## config.mk

```make
export PLATFORM = sky130hd
export DESIGN_NAME = simon_serial_io
export DESIGN_NICKNAME = d
export VERILOG_FILES = /design/src/rtl/simon_io_pkg.sv /design/src/rtl/simon_io_fifo.sv /design/src/rtl/simon_serial_io.sv
export SDC_FILE = /design/constraint.sdc
export NUM_CORES = 1
export LEC_CHECK = 0
export ABC_CLOCK_PERIOD_IN_PS = 12800
export CORE_AREA = 10 10 165 167
export CTS_BUF_LIST = sky130_fd_sc_hd__clkbuf_8
export DETAILED_ROUTE_END_ITERATION = 10
export DIE_AREA = 0 0 175 177
export PLACE_DENSITY = 0.95
export SLEW_MARGIN = 0
export SYNTH_ARGS = -nofsm -noshare
export SYNTH_HDL_FRONTEND = slang
export SYNTH_HIERARCHICAL = 1
export SYNTH_SLANG_ARGS = --single-unit
```

## constraint.sdc

```tcl
create_clock -name clk -period 12.8 [get_ports clk]
set_clock_uncertainty 0.1 [all_clocks]
set_input_delay 2.56 -clock clk [delete_from_list [all_inputs] [get_ports clk]]
set_output_delay 2.56 -clock clk [all_outputs]
set_load 0.01 [all_outputs]
```

## src/rtl/simon_io_pkg.sv

```systemverilog
// Shared constants, input FSM state type and beat-count helpers for the
// Simon 32/64 serial front end.
package simon_io_pkg;

  localparam int BLOCK_W = 32;
  localparam int KEY_W   = 64;

  typedef enum logic [1:0] {
    S_IDLE = 2'd0,
    S_KEY  = 2'd1,
    S_PT   = 2'd2
  } in_state_e;

  // Number of bus beats needed to carry a 64-bit key.
  function automatic int key_beats(input int bus_w);
    return KEY_W / bus_w;
  endfunction

  // Number of bus beats needed to carry a 32-bit block.
  function automatic int blk_beats(input int bus_w);
    return BLOCK_W / bus_w;
  endfunction

endpackage

```

## src/rtl/simon_io_fifo.sv

```systemverilog
// Small synchronous FIFO holding captured ciphertext blocks until they have
// been serialised out. Memory is not reset; only pointers and count are.
module simon_io_fifo #(
  parameter int DEPTH = 4,
  parameter int WIDTH = 32
) (
  input  logic             clk,
  input  logic             rst_n,
  input  logic             i_push,
  input  logic [WIDTH-1:0] i_data,
  input  logic             i_pop,
  output logic [WIDTH-1:0] o_head,
  output logic             o_full,
  output logic             o_empty
);

  localparam int AW = (DEPTH > 1) ? $clog2(DEPTH) : 1;
  localparam int CW = $clog2(DEPTH + 1);

  logic [WIDTH-1:0] r_mem [DEPTH];
  logic [AW-1:0]    r_wr;
  logic [AW-1:0]    r_rd;
  logic [CW-1:0]    r_count;
  logic [AW-1:0]    w_wr_nxt;
  logic [AW-1:0]    w_rd_nxt;

  assign w_wr_nxt = (r_wr == AW'(DEPTH - 1)) ? '0 : r_wr + AW'(1);
  assign w_rd_nxt = (r_rd == AW'(DEPTH - 1)) ? '0 : r_rd + AW'(1);
  assign o_head   = r_mem[r_rd];
  assign o_full   = (r_count == CW'(DEPTH));
  assign o_empty  = (r_count == '0);

  // Storage write; data path needs no reset.
  always_ff @(posedge clk) begin
    if (i_push) r_mem[r_wr] <= i_data;
  end

  // Pointer and occupancy bookkeeping.
  always_ff @(posedge clk or negedge rst_n) begin
    if (!rst_n) begin
      r_wr    <= '0;
      r_rd    <= '0;
      r_count <= '0;
    end else begin
      if (i_push) r_wr <= w_wr_nxt;
      if (i_pop)  r_rd <= w_rd_nxt;
      r_count <= r_count + CW'(i_push) - CW'(i_pop);
    end
  end

  // A push into a full FIFO would silently drop a result; the upstream
  // credit gate is what keeps this from ever happening.
  a_no_overflow: assert property (@(posedge clk) disable iff (!rst_n)
    !(i_push && o_full && !i_pop));

endmodule

```

## src/rtl/simon_serial_io.sv

```systemverilog
// Narrow-bus serialising front end for the Simon 32/64 pipeline core:
// deserialises key/plaintext frames, tracks core latency with a valid shift
// register, buffers ciphertext and serialises it out under credit control.
// Optional feature macro: SIMON_IO_PARITY_EN (adds in_par/out_par/par_err).
module simon_serial_io
  import simon_io_pkg::*;
#(
  parameter int BUS_W     = 8,
  parameter int CORE_LAT  = 32,
  parameter int OUT_DEPTH = 4
) (
  input  logic               clk,
  input  logic               rst,
  input  logic [BUS_W-1:0]   in_data,
  input  logic               in_key,
  input  logic               in_valid,
  output logic               in_ready,
  output logic [BUS_W-1:0]   out_data,
  output logic               out_valid,
  input  logic               out_ready,
  output logic [BLOCK_W-1:0] core_plaintext,
  output logic [KEY_W-1:0]   core_keytext,
  input  logic [BLOCK_W-1:0] core_ciphertext,
  output logic               busy
`ifdef SIMON_IO_PARITY_EN
  ,
  input  logic               in_par,
  output logic               out_par,
  output logic               par_err
`endif
);

  localparam int KB    = key_beats(BUS_W);
  localparam int PB    = blk_beats(BUS_W);
  localparam int CNT_W = $clog2(KB + 1);
  localparam int CR_W  = $clog2(OUT_DEPTH + 1);
  localparam int OBW   = (PB > 1) ? $clog2(PB) : 1;

  in_state_e          r_state, w_state_nxt;
  logic [CNT_W-1:0]   r_cnt, w_cnt_nxt, w_idx;
  logic               r_gate_en;
  logic [CR_W-1:0]    r_credits;
  logic [CORE_LAT-1:0] r_vsr;
  logic [CORE_LAT:0]  w_vsr_nxt;
  logic [OBW-1:0]     r_obeat;
  logic [KEY_W-1:0]   r_key_stg, w_key_full, r_core_key;
  logic [BLOCK_W-1:0] r_pt_stg, w_pt_full, r_core_pt;
  logic               w_in_ready, w_acc, w_last, w_frame_key, w_first;
  logic               w_key_done, w_pt_done, w_reserve, w_release;
  logic               w_out_valid, w_out_fire, w_out_last;
  logic [BUS_W-1:0]   w_out_data;
  logic [BLOCK_W-1:0] w_fifo_head;
  logic               w_fifo_full, w_fifo_empty;

  // Reset-exit flop: holds in_ready low for the first cycle after release.
  always_ff @(posedge clk or negedge rst) begin
    if (!rst) r_gate_en <= 1'b0;
    else      r_gate_en <= 1'b1;
  end

  // Input FSM state and beat counter.
  always_ff @(posedge clk or negedge rst) begin
    if (!rst) begin
      r_state <= S_IDLE;
      r_cnt   <= '0;
    end else begin
      r_state <= w_state_nxt;
      r_cnt   <= w_cnt_nxt;
    end
  end

  // Input FSM next state, credit-gated in_ready and last-beat detection.
  always_comb begin
    w_state_nxt = r_state;
    w_cnt_nxt   = r_cnt;
    w_in_ready  = 1'b0;
    w_frame_key = 1'b0;
    w_last      = 1'b0;
    w_idx       = r_cnt;
    w_first     = 1'b0;
    case (r_state)
      S_IDLE: begin
        w_idx       = '0;
        w_first     = 1'b1;
        w_frame_key = in_key;
        // A key may only replace the running key when nothing is in flight.
        w_in_ready  = r_gate_en && (r_credits < CR_W'(OUT_DEPTH)) &&
                      (!in_key || (r_credits == '0));
        w_last      = in_key ? (KB == 1) : (PB == 1);
        if (w_in_ready && in_valid && !w_last) begin
          w_state_nxt = in_key ? S_KEY : S_PT;
          w_cnt_nxt   = CNT_W'(1);
        end
      end
      S_KEY: begin
        w_frame_key = 1'b1;
        w_in_ready  = r_gate_en;
        w_last      = (r_cnt == CNT_W'(KB - 1));
        if (w_in_ready && in_valid) begin
          w_cnt_nxt   = w_last ? '0 : r_cnt + CNT_W'(1);
          w_state_nxt = w_last ? S_IDLE : S_KEY;
        end
      end
      S_PT: begin
        w_in_ready  = r_gate_en;
        w_last      = (r_cnt == CNT_W'(PB - 1));
        if (w_in_ready && in_valid) begin
          w_cnt_nxt   = w_last ? '0 : r_cnt + CNT_W'(1);
          w_state_nxt = w_last ? S_IDLE : S_PT;
        end
      end
      default: begin
        w_state_nxt = S_IDLE;
        w_cnt_nxt   = '0;
      end
    endcase
  end

  assign w_acc      = w_in_ready && in_valid;
  assign w_key_done = w_acc && w_last && w_frame_key;
  assign w_pt_done  = w_acc && w_last && !w_frame_key;
  assign w_reserve  = w_acc && w_first && !in_key;
  assign in_ready   = w_in_ready;

  // Staging words with the current beat merged into its LSB-first slot.
  always_comb begin
    w_key_full = r_key_stg;
    w_pt_full  = r_pt_stg;
    for (int b = 0; b < KB; b++)
      if (w_idx == CNT_W'(b)) w_key_full[b*BUS_W +: BUS_W] = in_data;
    for (int b = 0; b < PB; b++)
      if (w_idx == CNT_W'(b)) w_pt_full[b*BUS_W +: BUS_W] = in_data;
  end

  // Staging registers; every slot is rewritten before it is used.
  always_ff @(posedge clk) begin
    if (w_acc) begin
      if (w_frame_key) r_key_stg <= w_key_full;
      else             r_pt_stg  <= w_pt_full;
    end
  end

  // Core-facing words update only on a frame's last beat.
  always_ff @(posedge clk or negedge rst) begin
    if (!rst) begin
      r_core_key <= '0;
      r_core_pt  <= '0;
    end else begin
      if (w_key_done) r_core_key <= w_key_full;
      if (w_pt_done)  r_core_pt  <= w_pt_full;
    end
  end

  assign core_keytext   = r_core_key;
  assign core_plaintext = r_core_pt;

  // Credit counter: one per plaintext block from first input beat to last
  // output beat; simultaneous reserve and release cancel out.
  always_ff @(posedge clk or negedge rst) begin
    if (!rst) r_credits <= '0;
    else      r_credits <= r_credits + CR_W'(w_reserve) - CR_W'(w_release);
  end

  assign w_vsr_nxt = {r_vsr, w_pt_done};

  // Latency tracker standing in for the valid signal the core lacks.
  always_ff @(posedge clk or negedge rst) begin
    if (!rst) r_vsr <= '0;
    else      r_vsr <= w_vsr_nxt[CORE_LAT-1:0];
  end

  simon_io_fifo #(
    .DEPTH (OUT_DEPTH),
    .WIDTH (BLOCK_W)
  ) u_fifo (
    .clk     (clk),
    .rst_n   (rst),
    .i_push  (r_vsr[CORE_LAT-1]),
    .i_data  (core_ciphertext),
    .i_pop   (w_release),
    .o_head  (w_fifo_head),
    .o_full  (w_fifo_full),
    .o_empty (w_fifo_empty)
  );

  assign w_out_valid = !w_fifo_empty;
  assign w_out_fire  = w_out_valid && out_ready;
  assign w_out_last  = (r_obeat == OBW'(PB - 1));
  assign w_release   = w_out_fire && w_out_last;

  // Output beat selector; zero when nothing is buffered.
  always_comb begin
    w_out_data = '0;
    for (int b = 0; b < PB; b++)
      if (w_out_valid && (r_obeat == OBW'(b))) w_out_data = w_fifo_head[b*BUS_W +: BUS_W];
  end

  // Output beat position within the head block.
  always_ff @(posedge clk or negedge rst) begin
    if (!rst)            r_obeat <= '0;
    else if (w_out_fire) r_obeat <= w_out_last ? '0 : r_obeat + OBW'(1);
  end

  assign out_valid = w_out_valid;
  assign out_data  = w_out_data;
  assign busy      = (r_credits != '0) || (r_state != S_IDLE);

`ifdef SIMON_IO_PARITY_EN
  logic r_par_err;

  // Sticky parity error on any accepted beat; the beat is still used.
  always_ff @(posedge clk or negedge rst) begin
    if (!rst)                                r_par_err <= 1'b0;
    else if (w_acc && ((^in_data) != in_par)) r_par_err <= 1'b1;
  end

  assign out_par = ^w_out_data;
  assign par_err = r_par_err;
`endif

endmodule

```

; Word level (Yosys, flattened, before mapping)
; Memories as Yosys holds them, arrays and structs flattened.
; Index checks and enable logic that the tools add are counted.
[totals]
regBits = 243
ram_bits = 128
output_inout_bits = 107
elab_cells = 114
memories = 1
[classes]
n_addsub = 8
order_cmp = 1
eq_ne = 19
muxes = 39
bitwise = 1
n_reduce_logical = 32
[mem_list]
columns = name, depth, word_bits, read_ports, rd_clocked_by_memory_dff, write_ports, line
row1 = u_fifo.r_mem, 4, 32, 1, 0, 1, simon_io_fifo.sv:20  ; logic [WIDTH-1:0] r_mem [DEPTH];
[op_table]
columns = operator, count
row1 = 8-bit 2-to-1 mux, 16
row2 = 4-bit 2-to-1 mux, 6
row3 = "4-bit by 3-bit equality test with 1-bit output, second input constant", 5
row4 = 1-bit logical AND, 16
row5 = 2-bit 2-to-1 mux, 8
row6 = "4-bit by 2-bit equality test with 1-bit output, second input constant", 3
row7 = 4-bit one-hot mux with 3 select lines, 1
row8 = "2-bit equality test, second input constant", 5
row9 = "2-bit by 1-bit adder with 2-bit output, second input constant", 3
row10 = 3-bit by 1-bit adder with 3-bit output, 2
row11 = 3-bit logical NOT, 2
row12 = "2-bit inequality test, second input constant", 3
row13 = 1-bit one-hot mux with 2 select lines, 3
row14 = 2-bit one-hot mux with 3 select lines, 1
row15 = 3-bit by 1-bit subtractor with 3-bit output, 2
row16 = "4-bit by 1-bit adder with 4-bit output, second input constant", 1
row17 = "2-bit by 1-bit equality test with 1-bit output, second input constant", 2
row18 = "4-bit by 1-bit equality test with 1-bit output, second input constant", 1
row19 = 2-bit logical NOT, 2
row20 = 4-bit logical NOT, 1
row21 = 1-bit 2-to-1 mux, 4
row22 = 2-bit AND reduction, 2
row23 = 1-bit logical NOT, 3
row24 = "3-bit less-than comparator, second input constant", 1
row25 = other kinds (6), 7

; Depth between registers and ports, before layout
; Gate-level depths: netlist (run 1).
[logic_depth]
ltp_word = 9
ltp_mapped = 13
mapped_depth_nobuf = 12

; Modules after synthesis
; The synthesis (run 1) kept the hierarchy.
[modules_own_cells]
columns = module, n_inst, cells_per_inst, area_each_um2, seq_area_each_um2
row1 = simon_serial_io, 1, 592, 9739.3, 6386.1
row2 = simon_io_fifo, 1, 204, 5077.4, 4018.9

; Least setup slack after synthesis (run 1)
; OpenSTA, ideal clock, no wires.
[synth_path]
kind = input to register
from = input in_key
to = register r_key_stg[0] (enable)
setup_ns = 0.486
t_arrival_ns = 5.909
t_required_ns = 12.214
slack_ns = 6.304
path_stages = 4
cell_sequence = o21a_1 -> o31a_1 -> or2_2 -> nor2_1
[synth_via]
elab_chain_len = 6
elab_cells_between_ends = 7
classes_between = 2 x mux / 5 x reduce/logical
[synth_rtl]
columns = element, line
row1 = start: declaration, simon_serial_io.sv:15  ; input logic in_key,
row2 = 1-bit logical NOT, simon_serial_io.sv:88  ; (!in_key || (r_credits == '0));
row3 = 1-bit logical OR, simon_serial_io.sv:88
row4 = 1-bit logical AND, simon_serial_io.sv:87  ; w_in_ready = r_gate_en && (r_credits < CR_W'(OUT_DEPTH)) &&
row5 = 1-bit one-hot mux with 2 select lines, simon_serial_io.sv:81  ; case (r_state)
row6 = 1-bit logical AND, simon_serial_io.sv:119  ; assign w_acc = w_in_ready && in_valid;
row7 = 2-bit AND reduction (no source line) *, n/a
row8 = end signal: assignment, simon_serial_io.sv:138  ; if (w_frame_key) r_key_stg <= w_key_full;
row9 = end: declaration, simon_serial_io.sv:46  ; logic [KEY_W-1:0] r_key_stg, w_key_full, r_core_key;
; Every way passes the cells marked *; elsewhere a longest branch is shown, timed or not.
; A chain may end at the register's enable or synchronous reset.

; Final worst setup path (run 1)
[layout_path]
from = input in_key
to = output in_ready
[layout_via]
elab_chain_len = 4
[layout_rtl]
columns = element, line
row1 = 1-bit logical NOT, simon_serial_io.sv:88
row2 = 1-bit logical OR, simon_serial_io.sv:88
row3 = 1-bit logical AND, simon_serial_io.sv:87
row4 = 1-bit one-hot mux with 2 select lines, simon_serial_io.sv:81
row5 = end: declaration, simon_serial_io.sv:17  ; output logic in_ready,
; Every way passes these cells.

==> flow_metrics.tcl, run 1 <==
set metrics [dict create \
    ctsHoldBuffers 0 \
    use_met1_pct 27.7 \
    syn_inst 795 \
    place_ws_ps 5850 \
    grt_pass1_vias 8761 \
    fin_nets 1037 \
    power_frac_seq_pct 42.7 \
    use_met3_pct 5.38 \
    pwr-share-comb_pct 28.8 \
    netlist_area_um2 14800 \
    synth_warnings 6 \
    power_density_nw_per_um2 205 \
    crit_fanout 5 \
    grt_pass1_wl_mm 53.2 \
    hold_start "r_vsr[3]$_DFF_PN0_" \
    h-tree-depth 2 \
    fin_ws_ps 5820 \
    ff2ff_path_depth 12 \
    hold_end "r_vsr[4]$_DFF_PN0_" \
    clock.fmax_mhz 143 \
    cts_resized 0 \
    leakagePower_nw 6.99 \
    cts_buffers 56 \
    rows 57 \
    clock_sinks 371 \
    dieWidth_um 175 \
    rsz0062_at_grt "false" \
    start_util_pct 61.8 \
    avgViaCountPerCell 6.00 \
    peakVddDrop_v 0.000122 \
    min_period_over_period_pct 54.5 \
    place_hpwl_mm 20.9 \
    fin_util_pct 74.0 \
    hold_depth 0 \
    cell_internal_pwr_w 0.00257 \
    gp_congestion 0.790 \
    avgSynthCellArea_um2 18.6 \
    die_h_um 177 \
    wire_per_inst_um 25.6 \
    cp-end-kind "output port" \
    cts_tree "built" \
    finalSetupViolations 0 \
    clk-insertion-delay-late_ps 610 \
    clock-root-buffer "clkbuf_8" \
    fin_tns_setup_ps 0 \
    critPathArrivalTime_ps 4320 \
    synth_nets 860 \
    r2r_slack_ps 9530 \
    r2r_end "r_credits[2]$_DFF_PN0_" \
    drv_slew 0 \
    vias 8057 \
    drive_above_1_share_pct 31.4 \
    grt_busiest_layer "met2" \
    clk_pin_slew_worst_paths_ps 60 \
    io_pins 152 \
    antenna_found_initial 0 \
    antenna_left 0 \
    io_buffers 151 \
    final-hold-violation-count 0 \
    period_minus_slack_ps 6980 \
    cp.required_ps 10140 \
    drc 0 \
    post_cts_buffers 0 \
    antenna-diode-count 0 \
    clkPwrFrac_pct 28.5 \
    relSlewSlack_pct 19.3 \
    grt.total_usage_pct 22.3 \
    path_class "primary input to output port" \
    power.share.switching_pct 29.4 \
    grt_max_degree 87 \
    synthToLayoutAreaGrowth_pct 19.8 \
    drv_cap 0 \
    core_area_um2 24000 \
    clock_path_buffers 3 \
    cp-start-kind "primary input" \
    p_switching_w 0.00107 \
    met2_usage_pct 38.2 \
    timing.rr.start "r_state[0]$_DFFE_PN0P_" \
    fp.dieArea_um2 31000 \
    gr-total-overflow 0 \
    worst-slew-pin-transition_ps 1200 \
    wirelength_mm 34.4 \
    status "finished clean" \
    firstDrtPassIters 5 \
    hold_path.class "flip-flop to flip-flop" \
    drt_iter0_drc 785 \
]
-- power groups by stage --
stage / logic (W) / registers, W / clock network, W
6_report: 0.00105 / 0.00155 / 0.00104
5_1_grt: 0.00112 / 0.00157 / 0.00110
4_1_cts: 0.00105 / 0.00155 / 0.00105
3_5_place_dp: 0.00103 / 0.00157 / 0
3_3_place_gp: 0.000976 / 0.00156 / 0
2_1_floorplan: 0.000632 / 0.00156 / 0
-- cell usage in the layout, fill, tap and decap left out, drive strengths merged, types with 3 or more instances in the layout --
cell type and n:
clkdlybuf4s50 150, and2 6, nand2b 3, nor2 11
a21oi 4, buf 8, dfrtp 147, mux4 32
nor2b 5, bufinv 6, xnor2 4, edfxtp 224
nand3b 4, inv 46, clkinv 5, nand2 20
o21ai 14, a22o 10, nor4 3, ha 18
mux2 204, clkbuf 65
-- sequential cells by signal (all words and copies together), names as in the netlist, 2 cells and up --
name            count
u_fifo/r_count      3
r_key_stg          64
r_state             2
u_fifo/r_mem      128
u_fifo/r_rd         2
core_keytext       64
u_fifo/r_wr         2
r_obeat             2
r_cnt               4
core_plaintext     32
r_credits           3
r_vsr              32
r_pt_stg           32
-- layer usage --
layer	wire length, µm	vias up	part of all wire, %
met2	17700	411	52
li1	-	3380	-
met3	2600	60	7.6
met5	0	-	0
met1	13300	4206	39
met4	762	0	2.2
-- cell type report --
| cell class | instances | area, µm² |
|---|---|---|
| flip-flops and latches | 371 | 10400 |
| fillers | 1302 | 6220 |
| multi-input cells | 366 | 4070 |
| repair buffers | 158 | 1570 |
| clock buffers | 65 | 895 |
| well taps | 324 | 405 |
| clock inverters | 39 | 330 |
| inverters | 19 | 71.3 |
-- worst max-delay path, stage by stage --
cell	delay, ps
clkdlybuf4s50_1	490
o21a_1	160
o31a_1	260
nor3b_1	250
clkdlybuf4s50_1	600
-- worst max-delay path by stage --
stage,startpoint,to,slack (ps),cells past startpoint
2_1_floorplan,in_key,r_key_stg[0]$_DFFE_PP_,6300,4
3_3_place_gp,in_key,in_ready,5840,5
3_5_place_dp,in_key,in_ready,5850,5
4_1_cts,in_key,in_ready,5840,5
5_1_grt,in_key,in_ready,5680,5
6_report,in_key,in_ready,5820,5
-- through the flow --
| stage | cell area [µm²] | hold slack, ps | instances | power [W] |
|---|---|---|---|---|
| global placement | 16500 | 233 | 1238 | 0.00254 |
| finish | 17700 | 235 | 1342 | 0.00364 |
| CTS | 17700 | 235 | 1342 | 0.00366 |
| floorplan | 14800 | 231 | 795 | 0.00220 |
| global route | 17700 | 248 | 1342 | 0.00379 |
| detailed placement | 16500 | 235 | 1238 | 0.00260 |
No activity file was read; power rests on OpenSTA's default activity.
==> inputs of run 2 (changes only) <==
--- a/config.mk
+++ b/config.mk
@@ -5,12 +5,12 @@
 export SDC_FILE = /design/constraint.sdc
 export NUM_CORES = 1
 export LEC_CHECK = 0
-export ABC_CLOCK_PERIOD_IN_PS = 12800
-export CORE_AREA = 10 10 165 167
+export ABC_CLOCK_PERIOD_IN_PS = 5800
+export CORE_AREA = 10 10 179 181
 export CTS_BUF_LIST = sky130_fd_sc_hd__clkbuf_8
 export DETAILED_ROUTE_END_ITERATION = 10
-export DIE_AREA = 0 0 175 177
-export PLACE_DENSITY = 0.95
+export DIE_AREA = 0 0 189 191
+export PLACE_DENSITY = 0.87
 export SLEW_MARGIN = 0
 export SYNTH_ARGS = -nofsm -noshare
 export SYNTH_HDL_FRONTEND = slang
==> constraint.sdc (replaced) <==
create_clock -name clk -period 5.8 [get_ports clk]
set_clock_uncertainty 0.1 [all_clocks]
set_input_delay 1.16 -clock clk [delete_from_list [all_inputs] [get_ports clk]]
set_output_delay 1.16 -clock clk [all_outputs]
set_load 0.01 [all_outputs]
==> flow_metrics.tcl, run 2 (synthesis gave the netlist of run 1 again) <==
set metrics [dict create \
    status "finished clean" \
    ff2ff_path_depth 12 \
    grt_max_degree 111 \
    antenna_left 0 \
    start_util_pct 52.0 \
    fin_tns_setup_ps 0 \
    period_minus_slack_ps 4530 \
    cp_cell_sequence "buf_4 > mux4_2 > nand2_1 > o21ai_0 > mux2_2 > a22o_1 > clkdlybuf4s50_1" \
    clk_pin_slew_worst_paths_ps 60 \
    layout_common_cells "edfxtp_1, mux2_2, clkdlybuf4s50_1, dfrtp_1, clkbuf_8" \
    wire_per_inst_um 21.9 \
    regMostFlops "u_fifo/r_mem" \
    cp_slowest_cell "dfrtp_2" \
    peakVddDrop_v 0.000265 \
    worst-slew-pin-transition_ps 1180 \
    gp_congestion 0.782 \
    crit_path_start "u_fifo/r_rd[0]$_DFFE_PN0P_" \
    cp-end-kind "output port" \
    grt_pass1_vias 8314 \
    vias 7629 \
    clock_path_buffers 3 \
    core_area_um2 28500 \
    pwr-share-comb_pct 28.6 \
    crit_fanout 13 \
    cts_resized 0 \
    largest_reg_flops 128 \
    gr-total-overflow 0 \
    synthToLayoutAreaGrowth_pct 20.1 \
    die_h_um 191 \
    finalSetupViolations 0 \
    critPathArrivalTime_ps 3270 \
    firstDrtPassIters 4 \
    cell_internal_pwr_w 0.00553 \
    leakagePower_nw 6.93 \
    relSlewSlack_pct 20.8 \
    r2r_slack_ps 2630 \
    fp.dieArea_um2 36100 \
    final_area_um2 17800 \
    ctsHoldBuffers 0 \
    final-hold-violation-count 0 \
    clk-insertion-delay-late_ps 600 \
    placed_cell_area_um2 16600 \
    avgViaCountPerCell 5.41 \
    fin_nets 1041 \
    final_common_cell "edfxtp_1" \
    total_power_w 0.00779 \
    cp.required_ps 4540 \
    grt_pass1_wl_mm 48.4 \
    finalNonFillerCells 1409 \
    rows 62 \
    path_class "flip-flop to output port" \
    power.share.switching_pct 29.0 \
    dieWidth_um 189 \
    cts_tree "built" \
    drv_slew 0 \
    drive_above_1_share_pct 32.1 \
    h-tree-depth 2 \
    drv_cap 0 \
    hold_path.class "flip-flop to flip-flop" \
    clock.fmax_mhz 221 \
    clock_sinks 371 \
    p_switching_w 0.00226 \
    place_hpwl_mm 19.9 \
    power_density_nw_per_um2 438 \
    r2r_end "r_credits[2]$_DFF_PN0_" \
    io_pins 152 \
    drt_iter0_drc 424 \
    min_period_over_period_pct 78.1 \
    clock-root-buffer "clkbuf_8" \
    cts_buffers 57 \
    slowest_delay_ps 620 \
    power_frac_seq_pct 43.8 \
    post_cts_buffers 0 \
    wirelength_mm 30.9 \
    cp-start-kind "flip-flop" \
    rsz0062_at_grt "false" \
    timing.rr.start "r_state[0]$_DFFE_PN0P_" \
    io_buffers 151 \
    grt.total_usage_pct 17.1 \
    place_inst 1301 \
    clkPwrFrac_pct 27.6 \
    cp-endpoint "out_data[7]" \
    antenna_found_initial 2 \
    drc 0 \
]
[run 2: cell count changes in the layout (fill, tap and decap cells not counted), sizes merged]
cell and change:
clkinvlp +1, buf +3, diode +2, bufinv -4
clkbuf +2, clkinv +16, inv -13
[run 2: final cells by class]
type                       count  area (µm²)
tap                          384         480
sequential                   371       10400
multi-input combinational    366        4070
inverter                      19        71.3
fill                        1997       10700
antenna                        2        5.00
clock inverter                39         239
clock buffer                  67         922
timing repair buffer         161        1590
[run 2: worst min-delay path by stage]
stage | startpoint | endpoint | slack (ps) | depth (start not counted)
finish | r_vsr[21]$_DFF_PN0_ | r_vsr[22]$_DFF_PN0_ | 250 | 0
global route | r_vsr[11]$_DFF_PN0_ | r_vsr[12]$_DFF_PN0_ | 250 | 0
CTS | r_vsr[21]$_DFF_PN0_ | r_vsr[22]$_DFF_PN0_ | 250 | 0
detailed placement | r_vsr[0]$_DFF_PN0_ | r_vsr[1]$_DFF_PN0_ | 230 | 0
global placement | r_vsr[0]$_DFF_PN0_ | r_vsr[1]$_DFF_PN0_ | 230 | 0
floorplan | r_vsr[9]$_DFF_PN0_ | r_vsr[10]$_DFF_PN0_ | 230 | 0
[run 2: power by group through the flow]
| stage | logic (W) | clock network, W | registers, W |
|---|---|---|---|
| after floorplan | 0.00139 | 0 | 0.00345 |
| after global placement | 0.00218 | 0 | 0.00344 |
| after detailed placement | 0.00225 | 0 | 0.00346 |
| after CTS | 0.00226 | 0.00220 | 0.00342 |
| after global routing | 0.00242 | 0.00232 | 0.00345 |
| final | 0.00223 | 0.00215 | 0.00342 |
[run 2: through the flow]
step | utilization [%] | hold WS, ps | setup slack (ps)
after floorplan | - | 231 | 704
after global placement | 58.4 | 232 | 1750
after detailed placement | 58.4 | 235 | 1740
after CTS | 62.4 | 248 | 1190
after global routing | 62.4 | 253 | 1090
final | 62.5 | 248 | 1270
[run 2: layer usage]
metal | vias to the layer above | GRT usage, % | share of wire, %
met5 | - | 0 | 0
li1 | 3403 | - | -
met1 | 3909 | 20.7 | 40
met2 | 270 | 27.6 | 48
met3 | 47 | 7.31 | 11
met4 | 0 | 4.88 | 1.8
[run 2: critical path: cells and delay by family (launching register included)]
kind	cells	cell delay (ps)
mux	2	860
buf+inv	2	800
flops	1	620
compound gates	2	320
simple gates	1	80
==> inputs of run 3 (changes only) <==
--- a/config.mk
+++ b/config.mk
@@ -5,7 +5,7 @@
 export SDC_FILE = /design/constraint.sdc
 export NUM_CORES = 1
 export LEC_CHECK = 0
-export ABC_CLOCK_PERIOD_IN_PS = 5800
+export ABC_CLOCK_PERIOD_IN_PS = 3740
 export CORE_AREA = 10 10 179 181
 export CTS_BUF_LIST = sky130_fd_sc_hd__clkbuf_8
 export DETAILED_ROUTE_END_ITERATION = 10
==> constraint.sdc (replaced) <==
create_clock -name clk -period 3.74 [get_ports clk]
set_clock_uncertainty 0.1 [all_clocks]
set_input_delay 0.748 -clock clk [delete_from_list [all_inputs] [get_ports clk]]
set_output_delay 0.748 -clock clk [all_outputs]
set_load 0.01 [all_outputs]
==> flow_metrics.tcl, run 3 (synthesis gave the netlist of run 1 again) <==
set metrics [dict create \
    clock-root-buffer "clkbuf_8" \
    fp.dieArea_um2 36100 \
    wire_per_inst_um 22.4 \
    start_util_pct 52.0 \
    synthToLayoutAreaGrowth_pct 21.7 \
    status "finished clean" \
    place_inst 1305 \
    hold_ws_ps 44.4 \
    critPathArrivalTime_ps 2770 \
    final_common_cell "edfxtp_1" \
    clk-insertion-delay-late_ps 600 \
    final-hold-violation-count 0 \
    r2r_slack_ps 770 \
    drive_above_1_share_pct 33.0 \
    crit_fanout 9 \
    timing.rr.start "r_state[1]$_DFFE_PN0P_" \
    finalNonFillerCells 1417 \
    leakagePower_nw 7.07 \
    place_hpwl_mm 19.6 \
    vias 7765 \
    hold_path.class "primary input to asynchronous set/reset pin" \
    regMostFlops "u_fifo/r_mem" \
    fin_nets 1049 \
    drt_iter0_drc 449 \
    crit_path_start "u_fifo/r_rd[0]$_DFFE_PN0P_" \
    firstDrtPassIters 5 \
    drv_cap 0 \
    cp.required_ps 2890 \
    relSlewSlack_pct 37.8 \
    min_period_over_period_pct 96.6 \
    grt_max_degree 78 \
    grt.total_usage_pct 17.4 \
    rows 62 \
    clock.fmax_mhz 277 \
    wirelength_mm 31.7 \
    core_area_um2 28500 \
    cts_buffers 57 \
    peakVddDrop_v 0.000468 \
    drv_slew 0 \
    cp-start-kind "flip-flop" \
    largest_reg_flops 128 \
    antenna_left 0 \
    io_buffers 151 \
    drc 0 \
    rsz0062_at_grt "false" \
    grt_pass1_wl_mm 49.0 \
    die_h_um 191 \
    ctsHoldBuffers 0 \
    worst-slew-pin-transition_ps 932 \
    path_class "flip-flop to output port" \
    grt_pass1_vias 8396 \
    fin_tns_setup_ps 0 \
    io_pins 152 \
    dieWidth_um 189 \
    layout_common_cells "edfxtp_1, mux2_2, dfrtp_1, clkdlybuf4s50_1, clkbuf_8" \
    clk_pin_slew_worst_paths_ps 60 \
    period_minus_slack_ps 3610 \
    h-tree-depth 2 \
    clock_sinks 371 \
    power_density_nw_per_um2 690 \
    fillCellCount 1940 \
    gr-total-overflow 0 \
    antenna_found_initial 0 \
    clock_path_buffers 3 \
    avgViaCountPerCell 5.48 \
    gp_congestion 0.801 \
    finalSetupViolations 0 \
    multiInputGateArea_um2 4090 \
    cp-end-kind "output port" \
    cts_tree "built" \
    regArea_um2 10400 \
]
[run 3: changes by cell type in the layout (fill, tap and decap cells not counted), moves of 2 or more]
| cell | previous run | this run |
|---|---|---|
| inv_1 | 30 | 28 |
| buf_12 | 0 | 5 |
| clkdlybuf4s50_1 | 150 | 142 |
| dlygate4sd2_1 | 0 | 8 |
| bufinv_16 | 2 | 4 |
[run 3: where the power goes]
part / switching, W / leakage (nW) / internal, W
Sequential: 0.000308 / 4.02 / 0.00495
Combinational: 0.00171 / 2.37 / 0.00194
Clock: 0.00158 / 0.671 / 0.00195
[run 3: through the flow]
stage / setup slack [ps] / total power, W / utilization, % / area (µm²)
after floorplan: 90.7 / 0.00751 / - / 14800
after global placement: 383 / 0.00877 / 58.6 / 16700
after detailed placement: 307 / 0.00890 / 58.6 / 16700
after CTS: 37.6 / 0.0125 / 63.3 / 18000
after global routing: 28.7 / 0.0131 / 63.3 / 18000
final: 125 / 0.0124 / 63.3 / 18000
[run 3: path summary, 6_finish.rpt]
path	to	cells after the start
max in group asynchronous	r_vsr[24]$_DFF_PN0_	2
hold reg to reg	r_vsr[25]$_DFF_PN0_	0
hold / removal	core_keytext[16]$_DFFE_PN0P_	1
setup / recovery	out_data[0]	8
min in group clk	r_vsr[25]$_DFF_PN0_	0
setup reg to reg	r_credits[2]$_DFF_PN0_	12
[run 3: critical path, stage by stage (launching register included)]
cell,delay (ps)
dfrtp_2,430
buf_12,130
buf_16,140
mux4_1,570
nand2_1,80
o21ai_0,70
mux2_2,290
a22o_1,190
dlygate4sd2_1,290
[run 3: area by class of cell]
class	count	share of cell area, %
clock inverters	39	1.67
inverters	19	0.396
clock buffers	68	5.19
repair buffers	169	9.68
diodes	1	0.0139
flip-flops and latches	371	57.7
well taps	384	2.67
multi-input cells	366	22.7
[run 3: repair_timing]
action / CTS / global route
gates resized for setup: 12 / 1
gates cloned: 2 / 0
pin swaps: 0 / 0
buffers inserted: 2 / 0
endpoints found under the setup margin: 9 / 1
[run 3: layer usage]
metal	global-route usage [%]	vias to the layer above	share of wire [%]	wire, µm
met5	0	-	0	0
met4	5.49	0	2.2	696
met3	5.94	50	8.1	2570
met2	28.1	269	48	15200
met1	21.9	4031	42	13200
li1	-	3415	-	-
